`src/rtl/riscv_pkg.sv`:
```
// Shared RISC-V front-end definitions used by the fetch queue.
package riscv_pkg;

  localparam int RV_XLEN = 32;

  // addi x0, x0, 0: presented to decode whenever the queue holds nothing.
  localparam logic [RV_XLEN-1:0] NOP_INSTR = 32'h0000_0013;

  typedef struct packed {
    logic [RV_XLEN-1:0] pc;
    logic [RV_XLEN-1:0] pc4;
    logic [RV_XLEN-1:0] instr;
  } fetch_entry_t;

endpackage

```
`src/rtl/fetch_queue.sv`:
```
// Instruction fetch queue: circular buffer of {pc, pc+4, instr} between fetch
// and decode. All outputs derive from registered state only.
module fetch_queue
  import riscv_pkg::*;
#(
  parameter int DEPTH = 4,
  parameter int XLEN  = 32
) (
  input  logic                       clk,
  input  logic                       rst,
  input  logic                       flush,
  input  logic                       in_valid,
  input  logic [XLEN-1:0]            in_pc,
  input  logic [XLEN-1:0]            in_pc4,
  input  logic [XLEN-1:0]            in_instr,
  output logic                       in_ready,
  output logic                       out_valid,
  output logic [XLEN-1:0]            out_pc,
  output logic [XLEN-1:0]            out_pc4,
  output logic [XLEN-1:0]            out_instr,
  input  logic                       out_ready,
  output logic [$clog2(DEPTH):0]     count,
  output logic [31:0]                stall_cnt
);

  localparam int PW = $clog2(DEPTH);
  localparam int CW = PW + 1;

  logic [PW-1:0] wr_ptr_q, wr_ptr_d;
  logic [PW-1:0] rd_ptr_q, rd_ptr_d;
  logic [CW-1:0] count_q, count_d;
  logic [31:0]   stall_cnt_q, stall_cnt_d;
  fetch_entry_t  mem_q [DEPTH];
  fetch_entry_t  head;

  logic push;
  logic pop;
  logic full;
  logic empty;

  assign full      = (count_q == CW'(DEPTH));
  assign empty     = (count_q == '0);
  assign in_ready  = !full;
  assign out_valid = !empty;
  assign push      = in_valid && in_ready;
  assign pop       = out_valid && out_ready;
  assign count     = count_q;
  assign stall_cnt = stall_cnt_q;

  // Next-state for pointers, occupancy and the stall counter; flush wins over push/pop.
  always_comb begin
    wr_ptr_d    = wr_ptr_q;
    rd_ptr_d    = rd_ptr_q;
    count_d     = count_q;
    stall_cnt_d = stall_cnt_q + {31'd0, (in_valid && !in_ready)};
    if (flush) begin
      wr_ptr_d = '0;
      rd_ptr_d = '0;
      count_d  = '0;
    end else begin
      if (push) wr_ptr_d = wr_ptr_q + PW'(1);
      if (pop)  rd_ptr_d = rd_ptr_q + PW'(1);
      if (push && !pop)      count_d = count_q + CW'(1);
      else if (pop && !push) count_d = count_q - CW'(1);
    end
  end

  // State registers with synchronous reset; reset also clears the stall counter.
  always_ff @(posedge clk) begin
    if (rst) begin
      wr_ptr_q    <= '0;
      rd_ptr_q    <= '0;
      count_q     <= '0;
      stall_cnt_q <= '0;
    end else begin
      wr_ptr_q    <= wr_ptr_d;
      rd_ptr_q    <= rd_ptr_d;
      count_q     <= count_d;
      stall_cnt_q <= stall_cnt_d;
    end
  end

  // Entry storage is never cleared; occupancy alone decides what is valid.
  always_ff @(posedge clk) begin
    if (!rst && !flush && push) begin
      mem_q[wr_ptr_q] <= '{pc: in_pc, pc4: in_pc4, instr: in_instr};
    end
  end

  // Head presentation: fixed NOP/zero outputs while empty.
  always_comb begin
    head      = mem_q[rd_ptr_q];
    out_pc    = '0;
    out_pc4   = '0;
    out_instr = NOP_INSTR;
    if (!empty) begin
      out_pc    = head.pc;
      out_pc4   = head.pc4;
      out_instr = head.instr;
    end
  end

endmodule

```
`config.mk`:
```
export PLATFORM = sky130hd
export DESIGN_NAME = fetch_queue
export DESIGN_NICKNAME = d
export VERILOG_FILES = /design/src/rtl/riscv_pkg.sv /design/src/rtl/fetch_queue.sv
export SDC_FILE = /design/constraint.sdc
export NUM_CORES = 1
export LEC_CHECK = 0
export ABC_AREA = 1
export CAP_MARGIN = 15
export CORE_ASPECT_RATIO = 0.6
export CORE_MARGIN = 4
export CORE_UTILIZATION = 30
export CTS_CLUSTER_DIAMETER = 80
export DETAILED_ROUTE_END_ITERATION = 12
export PLACE_DENSITY = 0.51
export SLEW_MARGIN = 10
export SYNTH_ARGS = -nofsm -noshare
export SYNTH_HDL_FRONTEND = slang
export SYNTH_SLANG_ARGS = --single-unit
```
`constraint.sdc`:
```
create_clock -name clk -period 7.5 [get_ports clk]
set_input_delay 1.125 -clock clk [delete_from_list [all_inputs] [get_ports clk]]
set_output_delay 1.125 -clock clk [all_outputs]
set_load 0.01 [all_outputs]
```
# --- Word-level counts from Yosys, hierarchy flattened ---
# Memory sizes are Yosys's and may differ from the RTL's. A register that Yosys moved wholly into a read port is not among the register bits.
# Index checks and enable logic that the tools add are counted.
word_totals:
  ff_bits: 39
  latchBits: 0
  ram_bits: 384
  rom_bits: 0
  in_bits: 101
  wordCells: 36
  memories: 1
memory_table:
  columns: ["memory", "words", "word_bits", "read_ports", "rd_ports_with_merged_regs", "wr", "line", "source"]
  rows:
  - ["mem_q", 4, 96, 1, 1, 1, "fetch_queue.sv:33", "fetch_entry_t mem_q [DEPTH];"]
op_classes:
  add_sub_neg: 5
  mul: 0
  div: 0
  magnitude_cmp: 0
  eq_ne: 1
  shift: 0
  n_mux: 9
  bitwise: 0
  reduce_logical: 16
op_table:
  columns: ["cell", "count"]
  rows:
  - ["32-bit two-way mux", 3]
  - ["32-bit by 1-bit adder with 32-bit output", 1]
  - ["1-bit logical AND", 7]
  - ["1-bit logical NOT", 6]
  - ["3-bit two-way mux", 2]
  - ["2-bit by 1-bit adder with 2-bit output, second input constant", 2]
  - ["2-bit two-way mux", 2]
  - ["3-bit by 1-bit adder with 3-bit output, second input constant", 1]
  - ["3-bit == test, second input constant", 1]
  - ["3-bit logical NOT", 1]
  - ["3-bit by 1-bit subtractor with 3-bit output, second input constant", 1]
  - ["1-bit two-way mux", 2]
  - ["2-bit nonzero test", 1]
  - ["2-bit OR reduction", 1]

# --- Longest topological paths before layout ---
depth:
  ltp_word: 7
  ltp_mapped: 12

# --- Least setup slack after synthesis ---
# No wires, ideal clock.
synth_path:
  path_type: "input to register"
  from: "input port flush"
  to: "memory mem_q[0][0] (netlist name), enable pin"
  setup_time_ps: 552
  arrival_time_ps: 5527
  required_time_ps: 6948
  slack_ps: 1421
  path_stages: 3
  n_path_buf: 0
  cell_sequence: "nor2_1 nand2_1 nor2_1"
synth_between:
  elab_chain_cells: 5
synth_lines:
  columns: ["item", "line", "source"]
  rows:
  - ["start: declaration", "fetch_queue.sv:11", "input logic flush,"]
  - ["1-bit logical NOT", "fetch_queue.sv:85", "if (!rst && !flush && push) begin"]
  - ["1-bit logical AND (2 in a row)", "fetch_queue.sv:85", null]
  - ["1-bit two-way mux", "fetch_queue.sv:85", null]
  - ["1-bit two-way mux (not written as such)", "fetch_queue.sv:86", "mem_q[wr_ptr_q] <= '{pc: in_pc, pc4: in_pc4, instr: in_instr};"]
  - ["end: declaration", "fetch_queue.sv:33", null]
# No other way between the ends.

==> impl_metrics.toml <==
[clock_network]
clk_latency_ns = 0.55
cts_setup_buffers = 0
clock_path_buffers = 3
cts_root_buf = "clkbuf_16"
numCtsBuffers = 44
htreeDepth = 2
ctsResizeCount = 0
cts_sinks = 425
cts_tree = "yes"
hold_buffers = 0
path_clk_slew_ns = 0.06

[die]
die_x_um = 315
dieArea_sq_mm = 0.0604
die-height_um = 192
rows = 67
core_region_area_sq_mm = 0.0558
pin_count = 234
start_util_pct = 30.3

[pwr]
p_per_area_mw_per_mm2 = 246
ir_drop_mv = 0.140
p_leak_uw = 0.00704

[timing]
tightest_slew_ns = 0.933
final.setup.tns_ns = 0
slew_violations = 0
min_period_ns = 4.75
finalCritPeriodShare_pct = 63.4
hold_ws_ns = 0.487
finalHoldViolations = 0
slew_headroom_pct = 37.8
setup_viol = 0
rsz0062_at_grt = "no"
skew_ns = 0.0191
timing.fmax_mhz = 210

[routing]
ant_nets = 0
vias = 11186
wl_mm = 44.1
dr.pass1.iters = 5
post_drt_wl_per_cell_um = 18.0
drt_iter0_drc = 812
drt-vias-per-instance = 4.55
drc = 0

[synth]
yosys.area.top_type = "edfxtp_1"
synth_top_family_by_area = "simple AND/OR/NAND/NOR gates"
async_flop_share_pct = 0
ys.warnings.count = 0
synth-compound-area-share_pct = 9.74
syn_inst = 1445
synth.most_common_cell = "nor2_1"
synth_top_area_share_pct = 68.2
syn_area_per_cell_sq_um = 11.7
synth_commonest_cells = "nor2_1, edfxtp_1, o21ai_0"
synth_edf_count = 384
synth_seq_cells = 425
synth-xor-area-share_pct = 0.155
yosys.area_share.adder_pct = 0.710
synth.area.mux_share_pct = 0
ys_types = 31
synth_nets = 1555
synth_ff_type = "edfxtp_1"
ys_seq_area_share_pct = 73.0
synth_area_leaders = "edfxtp_1, nor2_1, o21ai_0, dfxtp_1, a21oi_1"
synth-simple-area-share_pct = 13.2
netlist_area_sq_mm = 0.0169

[flow_run]
drv_cap = 0

[worst_setup_path]
regToRegSetupSlack_ns = 4.07
cp_slowest_cell = "clkinv_2"
critPathRequiredTime_ns = 6.38
crit_path_end_kind = "output port"
max_stage_delay_ns = 0.65
path_buf_inv = 3
worst-setup-path-type = "reg2out"
crit_chain = "clkinv_2, buf_4, nor2_1, o21ai_0, a21oi_1, clkdlybuf4s50_1"
cp_max_fo = 37
r2r_end = "count[2]"
critPathLaunchType = "register"
r2r_cells = 12
arrival_ns = 3.63
reg2reg_from = "count[2]"
critPathTopFamily = "buffers and inverters"

[global_route]
grt_usage_pct = 14.4
antenna_found_initial = 2
grt_pass1_wl_mm = 67.6
grt_pass1_vias = 11272
grt_overflow_total = 0
grt_max_degree = 97

[place]
hpwlAfterDp_mm = 25.3
numPortBuffers = 233
gp_congestion = 0.800

[hold_path]
hp-class = "reg2reg"
min-delay-start = "rd_ptr_q[0]"
hold-path-endpoint = "rd_ptr_q[0]"
holdPathStages = 1

[cells_and_area]
diodes = 0
drive_gt1_share_pct = 6.07
nNetsFinal = 1774
area_delta_synth_final_pct = 26.5

[run_status]
status = "finished clean"
## per-layer routing
| layer | global-route usage [%] | share of wire [%] | vias up |
|---|---|---|---|
| met5 | 0 | 0.059 | - |
| met4 | 2.66 | 1.5 | 4 |
| met3 | 3.29 | 5.3 | 58 |
| met2 | 22.9 | 45 | 218 |
| met1 | 20.5 | 48 | 5429 |
| li1 | - | - | 5477 |
## metrics by stage
step / total power, uW / setup WS [ns] / std cells / cell area [sq um] / utilization (%)
6_report: 5250 / 2.75 / 2457 / 21400 / 38.3
5_1_grt: 5480 / 2.41 / 2457 / 21400 / 38.3
4_1_cts: 5340 / 2.63 / 2457 / 21400 / 38.3
3_5_place_dp: 3180 / 2.79 / 2377 / 20000 / 35.8
3_3_place_gp: 3180 / 2.86 / 2377 / 20000 / 35.8
2_1_floorplan: 2880 / 1.42 / 1445 / 16900 / -
## final cells by class
cell class | instances | area, sq um
clock inverters | 24 | 205
repair buffers | 249 | 2480
flip-flops and latches | 425 | 12400
multi-input cells | 906 | 4070
clock buffers | 56 | 1190
inverters | 38 | 146
fillers | 5365 | 34400
well taps | 759 | 950
## cell usage in the layout, fill, tap and decap left out, types with 2 or more instances in the layout
cell / netlist / final
buf_12: 0 / 2
clkinv_2: 0 / 10
nor2_2: 2 / 2
o311ai_0: 2 / 2
a21oi_1: 121 / 121
nand3_1: 17 / 17
clkinvlp_4: 0 / 2
nand2_2: 3 / 3
nand2_1: 73 / 73
edfxtp_1: 384 / 384
ha_1: 8 / 8
buf_4: 19 / 14
bufinv_16: 0 / 3
clkdlybuf4s50_1: 0 / 233
and2_1: 3 / 3
xor2_1: 3 / 3
clkinv_1: 0 / 7
o21ai_1: 12 / 12
or2_2: 2 / 2
dfxtp_1: 41 / 39
nor2_4: 6 / 10
clkbuf_8: 0 / 2
inv_6: 0 / 2
nor2_1: 458 / 454
clkbuf_1: 28 / 9
o21ai_0: 188 / 188
inv_1: 35 / 35
clkbuf_16: 0 / 45
dfxtp_4: 0 / 2
## cell families after synthesis
logic type / Yosys count
AO/OA/AOI/OAI: 326
XOR/XNOR: 3
adder cells (fa/ha/maj): 9
buffers and inverters: 114
flip-flops: 425
AND/OR/NAND/NOR: 568
## worst max-delay path by stage
stage,startpoint,end,slack (ns),cells after the start
CTS,register,out_pc4[1],2.63,6
global placement,rst,mem_q[0][49],2.86,5
detailed placement,rst,mem_q[0][69],2.79,5
finish,register,out_pc4[1],2.75,6
global route,register,out_pc4[1],2.41,6
floorplan,flush,mem_q[0][0],1.42,3
## report_power, final
group | switching, uW | internal [uW] | total, uW | leakage (uW)
Combinational | 277 | 218 | 496 | 0.00255
Sequential | 13.8 | 2610 | 2620 | 0.00380
Clock | 907 | 1230 | 2130 | 0.000684
Total | 1200 | 4060 | 5250 | 0.00704
## registers in the layout (all words and copies together), names as in the netlist, named ones only
register and cells:
count 3, mem_q 384, rd_ptr_q 2, stall_cnt 32, wr_ptr_q 2
## worst reg2reg max path, stage by stage, from the launching register on
cell and delay (ns):
dfxtp_1 0.36, nor3_4 0.18, buf_4 0.52, buf_4 0.76, nor2_1 0.25, inv_1 0.10
ha_1 0.14, inv_1 0.07, fa_1 0.39, a21oi_1 0.18, o21ai_0 0.15, o21ai_0 0.17
a21oi_1 0.06
(Power assumes the default switching activity.)
